## config.mk

```make
export PLATFORM = sky130hd
export DESIGN_NAME = branch_resolve
export DESIGN_NICKNAME = d
export VERILOG_FILES = /design/src/rtl/branch_resolve_pkg.sv /design/src/rtl/branch_resolve_bht.sv /design/src/rtl/branch_resolve.sv
export SDC_FILE = /design/constraint.sdc
export NUM_CORES = 1
export LEC_CHECK = 0
export BUFFER_PORTS_ARGS = -buffer_cell sky130_fd_sc_hd__buf_4
export CAP_MARGIN = 20
export CORE_MARGIN = 2
export CORE_UTILIZATION = 50
export DETAILED_ROUTE_END_ITERATION = 12
export PLACE_DENSITY = 0.72
export SLEW_MARGIN = 0
export SYNTH_ARGS = -nofsm -noshare
export SYNTH_HDL_FRONTEND = slang
export SYNTH_SLANG_ARGS = --single-unit
```

## constraint.sdc

```tcl
create_clock -name clk -period 7.2 [get_ports clk]
set_clock_uncertainty 0.15 [all_clocks]
set_input_delay 1.44 -clock clk [delete_from_list [all_inputs] [get_ports clk]]
set_output_delay 1.44 -clock clk [all_outputs]
set_load 0.02 [all_outputs]
```

## src/rtl/branch_resolve_pkg.sv

```systemverilog
// Shared types for the execute-stage branch path.
//   cmp_op_t    : comparator operation select (consumed by the comparator upstream)
//   br_type_t   : decoded branch/jump class presented to branch_resolve
//   br_state_t  : branch_resolve redirect/flush sequencer states
//   RESET_PC_INC: sequential instruction stride used for fall-through and link
package branch_resolve_pkg;

  typedef enum logic [2:0] {
    CMP_EQ  = 3'd0,
    CMP_NE  = 3'd1,
    CMP_LT  = 3'd2,
    CMP_GE  = 3'd3,
    CMP_LTU = 3'd4,
    CMP_GEU = 3'd5
  } cmp_op_t;

  typedef enum logic [1:0] {
    BR_NONE = 2'd0,
    BR_COND = 2'd1,
    BR_JAL  = 2'd2,
    BR_JALR = 2'd3
  } br_type_t;

  typedef enum logic [1:0] {
    IDLE     = 2'd0,
    REDIRECT = 2'd1,
    FLUSH    = 2'd2
  } br_state_t;

  localparam logic [31:0] RESET_PC_INC = 32'd4;

endpackage

```

## src/rtl/branch_resolve_bht.sv

```systemverilog
// Branch history table of 2-bit saturating counters.
//   clk, rst_n : clock, async active-low reset (all counters -> 2'b01, weakly not-taken)
//   rd_idx     : combinational read index (fetch side)
//   rd_pred    : counter MSB at rd_idx; reflects the array before any same-cycle write
//   wr_en      : train the counter at wr_idx this cycle
//   wr_idx     : training index
//   wr_taken   : actual direction; increments (sat 3) or decrements (sat 0)
module bht_2bit
  import branch_resolve_pkg::*;
#(
  parameter int ENTRIES = 64,
  localparam int IW = $clog2(ENTRIES)
) (
  input  logic          clk,
  input  logic          rst_n,
  input  logic [IW-1:0] rd_idx,
  output logic          rd_pred,
  input  logic          wr_en,
  input  logic [IW-1:0] wr_idx,
  input  logic          wr_taken
);

  logic [1:0] ctr [ENTRIES];

  assign rd_pred = ctr[rd_idx][1];

  always_ff @(posedge clk or negedge rst_n) begin
    if (!rst_n) begin
      for (int i = 0; i < ENTRIES; i++) ctr[i] <= 2'b01;
    end else if (wr_en) begin
      if (wr_taken && ctr[wr_idx] != 2'b11)
        ctr[wr_idx] <= ctr[wr_idx] + 2'b01;
      else if (!wr_taken && ctr[wr_idx] != 2'b00)
        ctr[wr_idx] <= ctr[wr_idx] - 2'b01;
    end
  end

endmodule

```

## src/rtl/branch_resolve.sv

```systemverilog
// Execute-stage branch resolution: computes actual target/link, checks the
// fetch prediction, issues a registered redirect followed by a flush window,
// and trains the BHT that fetch reads.
//   clk, rst_n        : clock, async active-low reset
//   in_valid/in_ready : EX instruction handshake (ready only when idle)
//   br_type, pc, imm, rs1_val, cmp_result : decoded branch and operands
//   pred_taken, pred_target : fetch-time prediction
//   redirect_valid/redirect_pc : one-cycle restart request
//   flush             : kill younger instructions (FLUSH_CYCLES+1 cycles)
//   link_addr         : registered pc+4 of the last accepted instruction
//   misalign          : one-cycle pulse, taken target with bit1 set
//   fetch_pc/fetch_pred : BHT lookup for fetch
// Optional: define BRANCH_STATS_EN to add stat_branches / stat_mispredicts.
module branch_resolve
  import branch_resolve_pkg::*;
#(
  parameter int BHT_ENTRIES  = 64,
  parameter int FLUSH_CYCLES = 2
) (
  input  logic        clk,
  input  logic        rst_n,
  input  logic        in_valid,
  output logic        in_ready,
  input  br_type_t    br_type,
  input  logic [31:0] pc,
  input  logic [31:0] imm,
  input  logic [31:0] rs1_val,
  input  logic        cmp_result,
  input  logic        pred_taken,
  input  logic [31:0] pred_target,
  output logic        redirect_valid,
  output logic [31:0] redirect_pc,
  output logic        flush,
  output logic [31:0] link_addr,
  output logic        misalign,
`ifdef BRANCH_STATS_EN
  output logic [31:0] stat_branches,
  output logic [31:0] stat_mispredicts,
`endif
  input  logic [31:0] fetch_pc,
  output logic        fetch_pred
);

  // state    | meaning
  // IDLE     | accepting instructions
  // REDIRECT | redirect pulse cycle, flush high
  // FLUSH    | draining wrong path, flush high, counter runs down to 0

  localparam int IW = $clog2(BHT_ENTRIES);
  localparam int CW = (FLUSH_CYCLES > 1) ? $clog2(FLUSH_CYCLES) : 1;

  br_state_t   state, next_state;
  logic [CW-1:0] cnt, cnt_next;

  logic        accept;
  logic        actual_taken;
  logic [31:0] target;
  logic [31:0] seq_pc;
  logic [31:0] next_pc;
  logic        mispredict;
  logic        target_misal;
  logic        issue_redirect;

  assign in_ready = (state == IDLE);
  assign flush    = (state != IDLE);
  assign accept   = in_valid && in_ready;

  always_comb begin
    actual_taken = 1'b0;
    target       = pc + imm;
    unique case (br_type)
      BR_COND: actual_taken = cmp_result;
      BR_JAL:  actual_taken = 1'b1;
      BR_JALR: begin
        actual_taken = 1'b1;
        target       = (rs1_val + imm) & ~32'h1;
      end
      default: actual_taken = 1'b0;
    endcase
  end

  assign seq_pc         = pc + RESET_PC_INC;
  assign next_pc        = actual_taken ? target : seq_pc;
  assign mispredict     = (actual_taken != pred_taken) ||
                          (actual_taken && (target != pred_target));
  assign target_misal   = actual_taken && target[1];
  // A misaligned taken target traps instead of redirecting.
  assign issue_redirect = accept && mispredict && !target_misal;

  always_ff @(posedge clk or negedge rst_n) begin
    if (!rst_n) begin
      state <= IDLE;
      cnt   <= '0;
    end else begin
      state <= next_state;
      cnt   <= cnt_next;
    end
  end

  always_comb begin
    next_state = state;
    cnt_next   = cnt;
    unique case (state)
      IDLE:     if (issue_redirect) next_state = REDIRECT;
      REDIRECT: begin
        next_state = FLUSH;
        cnt_next   = CW'(FLUSH_CYCLES - 1);
      end
      FLUSH: begin
        if (cnt == '0) next_state = IDLE;
        else           cnt_next   = cnt - CW'(1);
      end
      default:  next_state = IDLE;
    endcase
  end

  always_ff @(posedge clk or negedge rst_n) begin
    if (!rst_n) begin
      redirect_valid <= 1'b0;
      redirect_pc    <= '0;
      link_addr      <= '0;
      misalign       <= 1'b0;
    end else begin
      redirect_valid <= issue_redirect;
      misalign       <= accept && target_misal;
      if (accept)         link_addr   <= seq_pc;
      if (issue_redirect) redirect_pc <= next_pc;
    end
  end

`ifdef BRANCH_STATS_EN
  always_ff @(posedge clk or negedge rst_n) begin
    if (!rst_n) begin
      stat_branches    <= '0;
      stat_mispredicts <= '0;
    end else begin
      if (accept && br_type != BR_NONE && stat_branches != '1)
        stat_branches <= stat_branches + 32'd1;
      if (issue_redirect && stat_mispredicts != '1)
        stat_mispredicts <= stat_mispredicts + 32'd1;
    end
  end
`endif

  // Only the index bits of fetch_pc address the table.
  logic unused_fetch_bits;
  assign unused_fetch_bits = ^{fetch_pc[31:IW+2], fetch_pc[1:0]};

  bht_2bit #(.ENTRIES(BHT_ENTRIES)) u_bht (
    .clk      (clk),
    .rst_n    (rst_n),
    .rd_idx   (fetch_pc[IW+1:2]),
    .rd_pred  (fetch_pred),
    .wr_en    (accept && br_type == BR_COND),
    .wr_idx   (pc[IW+1:2]),
    .wr_taken (actual_taken)
  );

endmodule

```

==> reports/metrics.csv, run 1 <==
stage;metric;value;unit
outcome;outcome;finished, final reports clean;
grt;grt_pass1_vias;14200;
routing;viasPerCell;6.43;
pwr;ir_drop;189;uV
clock_network;cts_resized;0;
finish;fill_cells;2794;
clock_network;cts_buffer_depth;2;
worst_setup_path;arrival;6.37;ns
placement;port_buffers;209;
synthesis;synth.avg_cell_area;8.64;um^2
clock_network;clkTransAtPathRegs;0.07;ns
worst_hold_path;hp-class;reg -> reg;
clock_network;htreeDepth;4;
routing;post_drt_wl_per_cell;23.5;um
clock_network;insertion_delay;0.45;ns
finish;nets;2167;
run;max-cap-violations;0;
clock_network;post_cts_buffers;0;
grt;met2_usage;0.517;
worst_setup_path;cp.required;7.38;ns
clock_network;cts_made_buffers;17;
pwr;powerDensity;243;nW/um^2
worst_setup_path;startpoint_type;input port;
sta;rsz0062_at_grt;no;
synthesis;synth_top_area_share;0.216;
grt;antenna_found_initial;0;
clock_network;cts_sinks;197;
finish;final_util;0.585;
floorplan;core;30400;um^2
synthesis;yosysSeqAreaShare;0.326;
floorplan;dieArea;32200;um^2
sta;period_share;0.860;
sta;finalHoldViolCount;0;
finish;multi_input_area;9880;um^2
pwr;p_seq_frac;0.350;
pwr;p_clk_frac;0.223;
placement;routabilityCongestion;0.956;
synthesis;yosys.area.top_type;dfrtp_1;
sta;tns;0;ns
sta;timing.fmax;161;MHz
synthesis;yosys_register_bits;197;
synthesis;yosysWarningCount;0;
grt;grt_max_degree;79;
worst_setup_path;crit_path_end_kind;flop;
grt;grt_pass1_wl;82000;um
sta;max_slew.worst_pin.slew;1.09;ns
floorplan;die_w;179;um
routing;drt-initial-drc-count;1737;
synthesis;yosysMostFrequentCell;nand2_1;
synthesis;synth_cell_types;94;
placement;post-place-ws;0.567;ns
sta;fin_ws;1.01;ns
finish;regArea;5010;um^2
grt;globalRouteMet3Util;0.0532;
pwr;comb_power_share;0.427;
grt;grt_most_used_layer;met2;
placement;hpwl;42200;um
synthesis;synthFlopType;dfrtp_1;
pwr;p_sw;1.70;mW
pwr;power_leakage;7.63;nW
worst_setup_path;crit_fanout;31;
floorplan;die_h;179;um
sta;whs;0.330;ns
clock_network;cts_hold_buffers;0;
sta;slew_viol_final;0;
routing;wl;55000;um
floorplan;io_pins;236;
synthesis;async_reset_ff_frac;1.00;
grt;met1_usage;0.467;
routing;vias;15000;
floorplan;num_rows;64;
pwr;power.total;4.33;mW
finish;syn2layout_area_growth;15.7;%
synthesis;synthCells;1780;
synthesis;synth.net_count;2016;
clock_network;ctsRootBufferMaster;clkbuf_16;
synthesis;synth_common_cells;265 x nand2_1, 149 x o21ai_0, 133 x dfrtp_1;
routing;ant_nets;0;
finish;final_layout_size_suffix_gt1_frac;0.227;
floorplan;start_util;0.505;
synthesis;syn_area;15400;um^2
clock_network;cts_tree;built;
pwr;swShare;0.393;
routing;drcViolationCount;0;
sta;relSlewSlack;0.270;
finish;antenna_cells;0;
sta;min_period;6.19;ns
grt;grt-ovfl-total;0;
pwr;p_int;2.63;mW
synthesis;synthTopCellsByArea;dfrtp_1 22%, dfstp_2 11%, nand2_1 6.5%, ha_1 5.5%, o21ai_0 4.8%;
routing;drt_first_pass_iters;6;
grt;grtUsageTotal;0.338;
sta;setup_violations;0;
worst_setup_path;crit_type;in -> reg;
synthesis;synth_edf_count;0;
-- layout make-up --
| type | count | share of cell area |
|---|---|---|
| repair buffers | 230 | 0.0974 |
| inverters | 26 | 0.00548 |
| well taps | 396 | 0.0278 |
| multi-input cells | 1459 | 0.555 |
| flip-flops and latches | 197 | 0.281 |
| clock inverters | 15 | 0.00879 |
| clock buffers | 17 | 0.0239 |
-- cell usage in the layout, fill, tap and decap left out, types with 21 or more instances in the layout --
| cell type | count |
|---|---|
| buf_4 | 229 |
| nor3_1 | 29 |
| nand4_1 | 34 |
| and3_1 | 22 |
| nand2_1 | 263 |
| o21ai_0 | 149 |
| inv_1 | 24 |
| nand3_1 | 45 |
| xor2_1 | 45 |
| mux4_2 | 21 |
| a22oi_1 | 32 |
| a21o_1 | 27 |
| mux2_2 | 35 |
| o22ai_1 | 34 |
| ha_1 | 67 |
| xnor2_1 | 46 |
| a21oi_1 | 117 |
| dfrtp_1 | 133 |
| nor2_1 | 128 |
| dfstp_2 | 64 |
| or3_1 | 21 |
| mux2_4 | 26 |
| mux2i_1 | 24 |
-- path summary, 6_finish.rpt --
path | to | cells after the start | start | slack [ns]
max in group asynchronous | u_bht.ctr[65] | 2 | rst_n | 4.60
min in group asynchronous | redirect_pc[29] | 1 | rst_n | 0.87
hold / removal | flop | 2 | flop | 0.33
setup / recovery | redirect_pc[0] | 16 | imm[0] | 1.01
setup reg to reg | u_bht.ctr[109] | 12 | flop | 3.45
hold reg to reg | flop | 2 | flop | 0.33
-- per-layer routing --
metal / up-vias / share of wire
met1: 7189 / 0.41
met4: 0 / 0.053
met3: 153 / 0.095
li1: 6880 / -
met5: - / 0
met2: 825 / 0.44
-- stage by stage --
step                      area [um^2]  std cells
after detailed placement        17200       2308
after CTS                       17800       2340
after global routing            17800       2340
after floorplan                 15400       1780
after global placement          17200       2308
final                           17800       2340
-- logic make-up after synthesis --
group                    after synthesis  synth area share
XOR/XNOR                              96            0.0592
AO/OA/AOI/OAI                        530             0.221
multiplexers                         110             0.100
adder cells (fa/ha/maj)               69            0.0571
AND/OR/NAND/NOR                      654             0.204
buffers and inverters                124            0.0332
flip-flops                           197             0.326
-- power by group through the flow --
stage	Clock (mW)	Combinational [mW]	Sequential, mW
after CTS	0.966	1.83	1.51
after global routing	1.01	1.98	1.54
after detailed placement	0	1.83	1.53
after global placement	0	1.80	1.52
after floorplan	0	0.894	1.71
final	0.964	1.85	1.52
-- critical path, cell delays in order --
cell and delay [ns]:
buf_4 0.12, and2_1 0.15, fa_1 0.41, a21o_1 0.27, a221oi_4 0.40, o21ai_4 0.15
nor3b_1 0.16, or4_4 0.56, or3_1 0.34, a2111oi_1 0.70, o2111ai_1 0.28, nor4_2 0.23
o2111ai_1 0.14, o21a_2 0.28, buf_4 0.32, mux2_1 0.39
No activity file was read; power rests on OpenSTA's default activity.
==> run 2: changes to the inputs <==
Settings changed: PLACE_DENSITY 0.72 to unset, PLACE_DENSITY_LB_ADDON set to 0.05, SETUP_SLACK_MARGIN set to 0.15.
Clock period 7.2 ns to 5.9 ns, I/O delays scaled along.
==> run 2 against run 1 <==
Critical path depth is the same. Flip-flop and latch count is the same. Sequential share of layout area shrank 0.46 points. Global-route usage shrank 0.18 points. Die area is the same. Via count shrank 1.6%. Critical path type unchanged.
==> reports/metrics.csv, run 2 (synthesis results as in run 1) <==
stage;metric;value;unit;change
outcome;outcome;finished, final reports clean;;
sta;finalHoldViolCount;0;;unchanged
finish;final_layout_size_suffix_gt1_frac;0.237;;+0.0105
routing;ant_nets;0;;unchanged
clock_network;post_cts_buffers;0;;unchanged
worst_setup_path;cp_slowest_cell;or4_4;;
grt;grt_max_degree;100;;+27%
finish;syn2layout_area_growth;17.6;%;
floorplan;start_util;0.505;;unchanged
worst_hold_path;hp-class;reg -> reg;;
routing;vias;14800;;-1.6%
grt;grt_most_used_layer;met2;;
pwr;power.total;5.32;mW;+23%
clock_network;cts_buffer_depth;2;;unchanged
placement;place_area;17500;um^2;+1.5%
worst_setup_path;cp_cell_sequence;buf_4, and2_1, fa_1, a21o_1, a221oi_4, o21ai_4, nor3b_1, or4_4, or3_1, a2111oi_1, o2111ai_1, nor4_2, o2111ai_1, o21a_2, buf_12, mux2_1;;
finish;final_util;0.594;;+0.00962
finish;fin_cells;2371;;+1.3%
routing;drt-initial-drc-count;1312;;-24%
grt;grtUsageTotal;0.336;;-0.00183
worst_setup_path;reg2reg_from;u_bht.ctr[19];;
grt;grt_pass1_vias;14000;;-1.1%
floorplan;dieArea;32200;um^2;unchanged
grt;met2_usage;0.572;;+0.0549
clock_network;cts_resized;0;;unchanged
routing;drcViolationCount;0;;unchanged
floorplan;num_rows;64;;unchanged
worst_setup_path;crit_fanout;14;;-55%
placement;port_buffers;209;;unchanged
sta;setup_violations;0;;unchanged
worst_hold_path;hold_depth;2;;unchanged
floorplan;core;30400;um^2;unchanged
routing;post_drt_wl_per_cell;23.0;um;-2.3%
clock_network;cts_tree;built;;
finish;final_cell_mix;264 x nand2_1, 254 x buf_4, 149 x o21ai_0;;
worst_setup_path;max_stage_delay;0.57;ns;-0.13 ns
worst_setup_path;crit_type;in -> reg;;
worst_setup_path;worstRegToRegCells;13;;+1
clock_network;cts_made_buffers;17;;unchanged
finish;fill_cells;2802;;+0.29%
sta;tns;0;ns;unchanged
floorplan;die_w;179;um;unchanged
grt;globalRouteMet3Util;0.0610;;+0.00781
floorplan;die_h;179;um;unchanged
grt;met1_usage;0.396;;-0.0709
grt;antenna_found_initial;3;;+3
worst_setup_path;startpoint_type;input port;;
pwr;ir_drop;245;uV;+29%
floorplan;io_pins;236;;unchanged
sta;relSlewSlack;0.395;;+0.125
clock_network;insertion_delay;0.45;ns;about the same
placement;routabilityCongestion;0.920;;-3.8%
worst_setup_path;startpoint;imm[0];;
worst_setup_path;arrival;5.52;ns;-0.85 ns
worst_setup_path;cp_top_family;compound AO/OA/AOI/OAI gates;;
sta;timing.fmax;188;MHz;
worst_setup_path;cp.required;6.09;ns;-1.29 ns
sta;period_share;0.903;;
clock_network;cts_sinks;197;;unchanged
run;max-cap-violations;0;;unchanged
worst_setup_path;crit_path_end_kind;flop;;
worst_setup_path;cpMostUsedCell;o2111ai_1;;
grt;grt_pass1_wl;80600;um;-1.6%
finish;final_area;18100;um^2;+1.6%
routing;viasPerCell;6.24;;-2.9%
clock_network;clkTransAtPathRegs;0.08;ns;about the same
clock_network;cts_hold_buffers;0;;unchanged
sta;min_period;5.33;ns;
worst_setup_path;critical_path_buf_inv_count;2;;unchanged
finish;nets;2195;;+1.3%
routing;wl;54500;um;-1.0%
routing;drt_first_pass_iters;5;;-1
pwr;powerDensity;294;nW/um^2;+21%
clock_network;ctsRootBufferMaster;clkbuf_16;;
finish;final_common_cell;nand2_1;;
placement;placed_cells;2336;;+1.2%
sta;rsz0062_at_grt;no;;
worst_setup_path;r2r_slack;2.08;ns;-1.37 ns
grt;grt-ovfl-total;0;;unchanged
clock_network;htreeDepth;4;;unchanged
worst_setup_path;r2r_end;u_bht.ctr[127];;
placement;hpwl;41900;um;-0.68%
pwr;power_leakage;7.81;nW;+2.4%
sta;max_slew.worst_pin.slew;0.908;ns;-0.185 ns
sta;slew_viol_final;0;;unchanged
run 2: how the worst max path moves through the flow:
| stage | depth (start not counted) | to |
|---|---|---|
| final | 16 | redirect_pc[0] |
| after global routing | 16 | redirect_pc[4] |
| after CTS | 16 | redirect_pc[0] |
| after detailed placement | 16 | redirect_pc[0] |
| after global placement | 16 | redirect_pc[0] |
| after floorplan | 16 | redirect_pc[10] |
run 2: area by class of cell:
cell class                 instances  area [um^2]  share of cell area
multi-input combinational       1459         9890               0.547
antenna                            3         7.51            0.000415
inverter                          26         97.6             0.00539
tap                              396          495              0.0274
clock inverter                    12          168             0.00927
sequential                       197         5010               0.277
clock buffer                      20          447              0.0247
timing repair buffer             258         1980               0.109
run 2: tightest hold or removal path, delay by kind of cell, from the launching register on:
kind               cells  cell delay (ns)
AOI/OAI and AO/OA      1             0.07
DFF                    1             0.37
and+or+nand+nor        1             0.04
run 2: stage by stage:
stage	setup WS, ns	hold WS (ns)
2_1_floorplan	0.653	0.308
3_3_place_gp	0.144	0.313
3_5_place_dp	0.121	0.317
4_1_cts	0.585	0.334
5_1_grt	0.314	0.353
6_report	0.569	0.331
run 2: metal layers:
metal	vias to the layer above	wire length (um)
met5	-	31
met4	4	3390
met3	179	3940
met2	646	26500
met1	7033	20600
li1	6943	-
run 2: where the power goes:
group / leakage (nW) / internal (mW) / switching (mW) / total [mW]
sequential: 2.39 / 1.65 / 0.198 / 1.85
combinational: 5.12 / 0.958 / 1.28 / 2.24
clock: 0.301 / 0.689 / 0.543 / 1.23
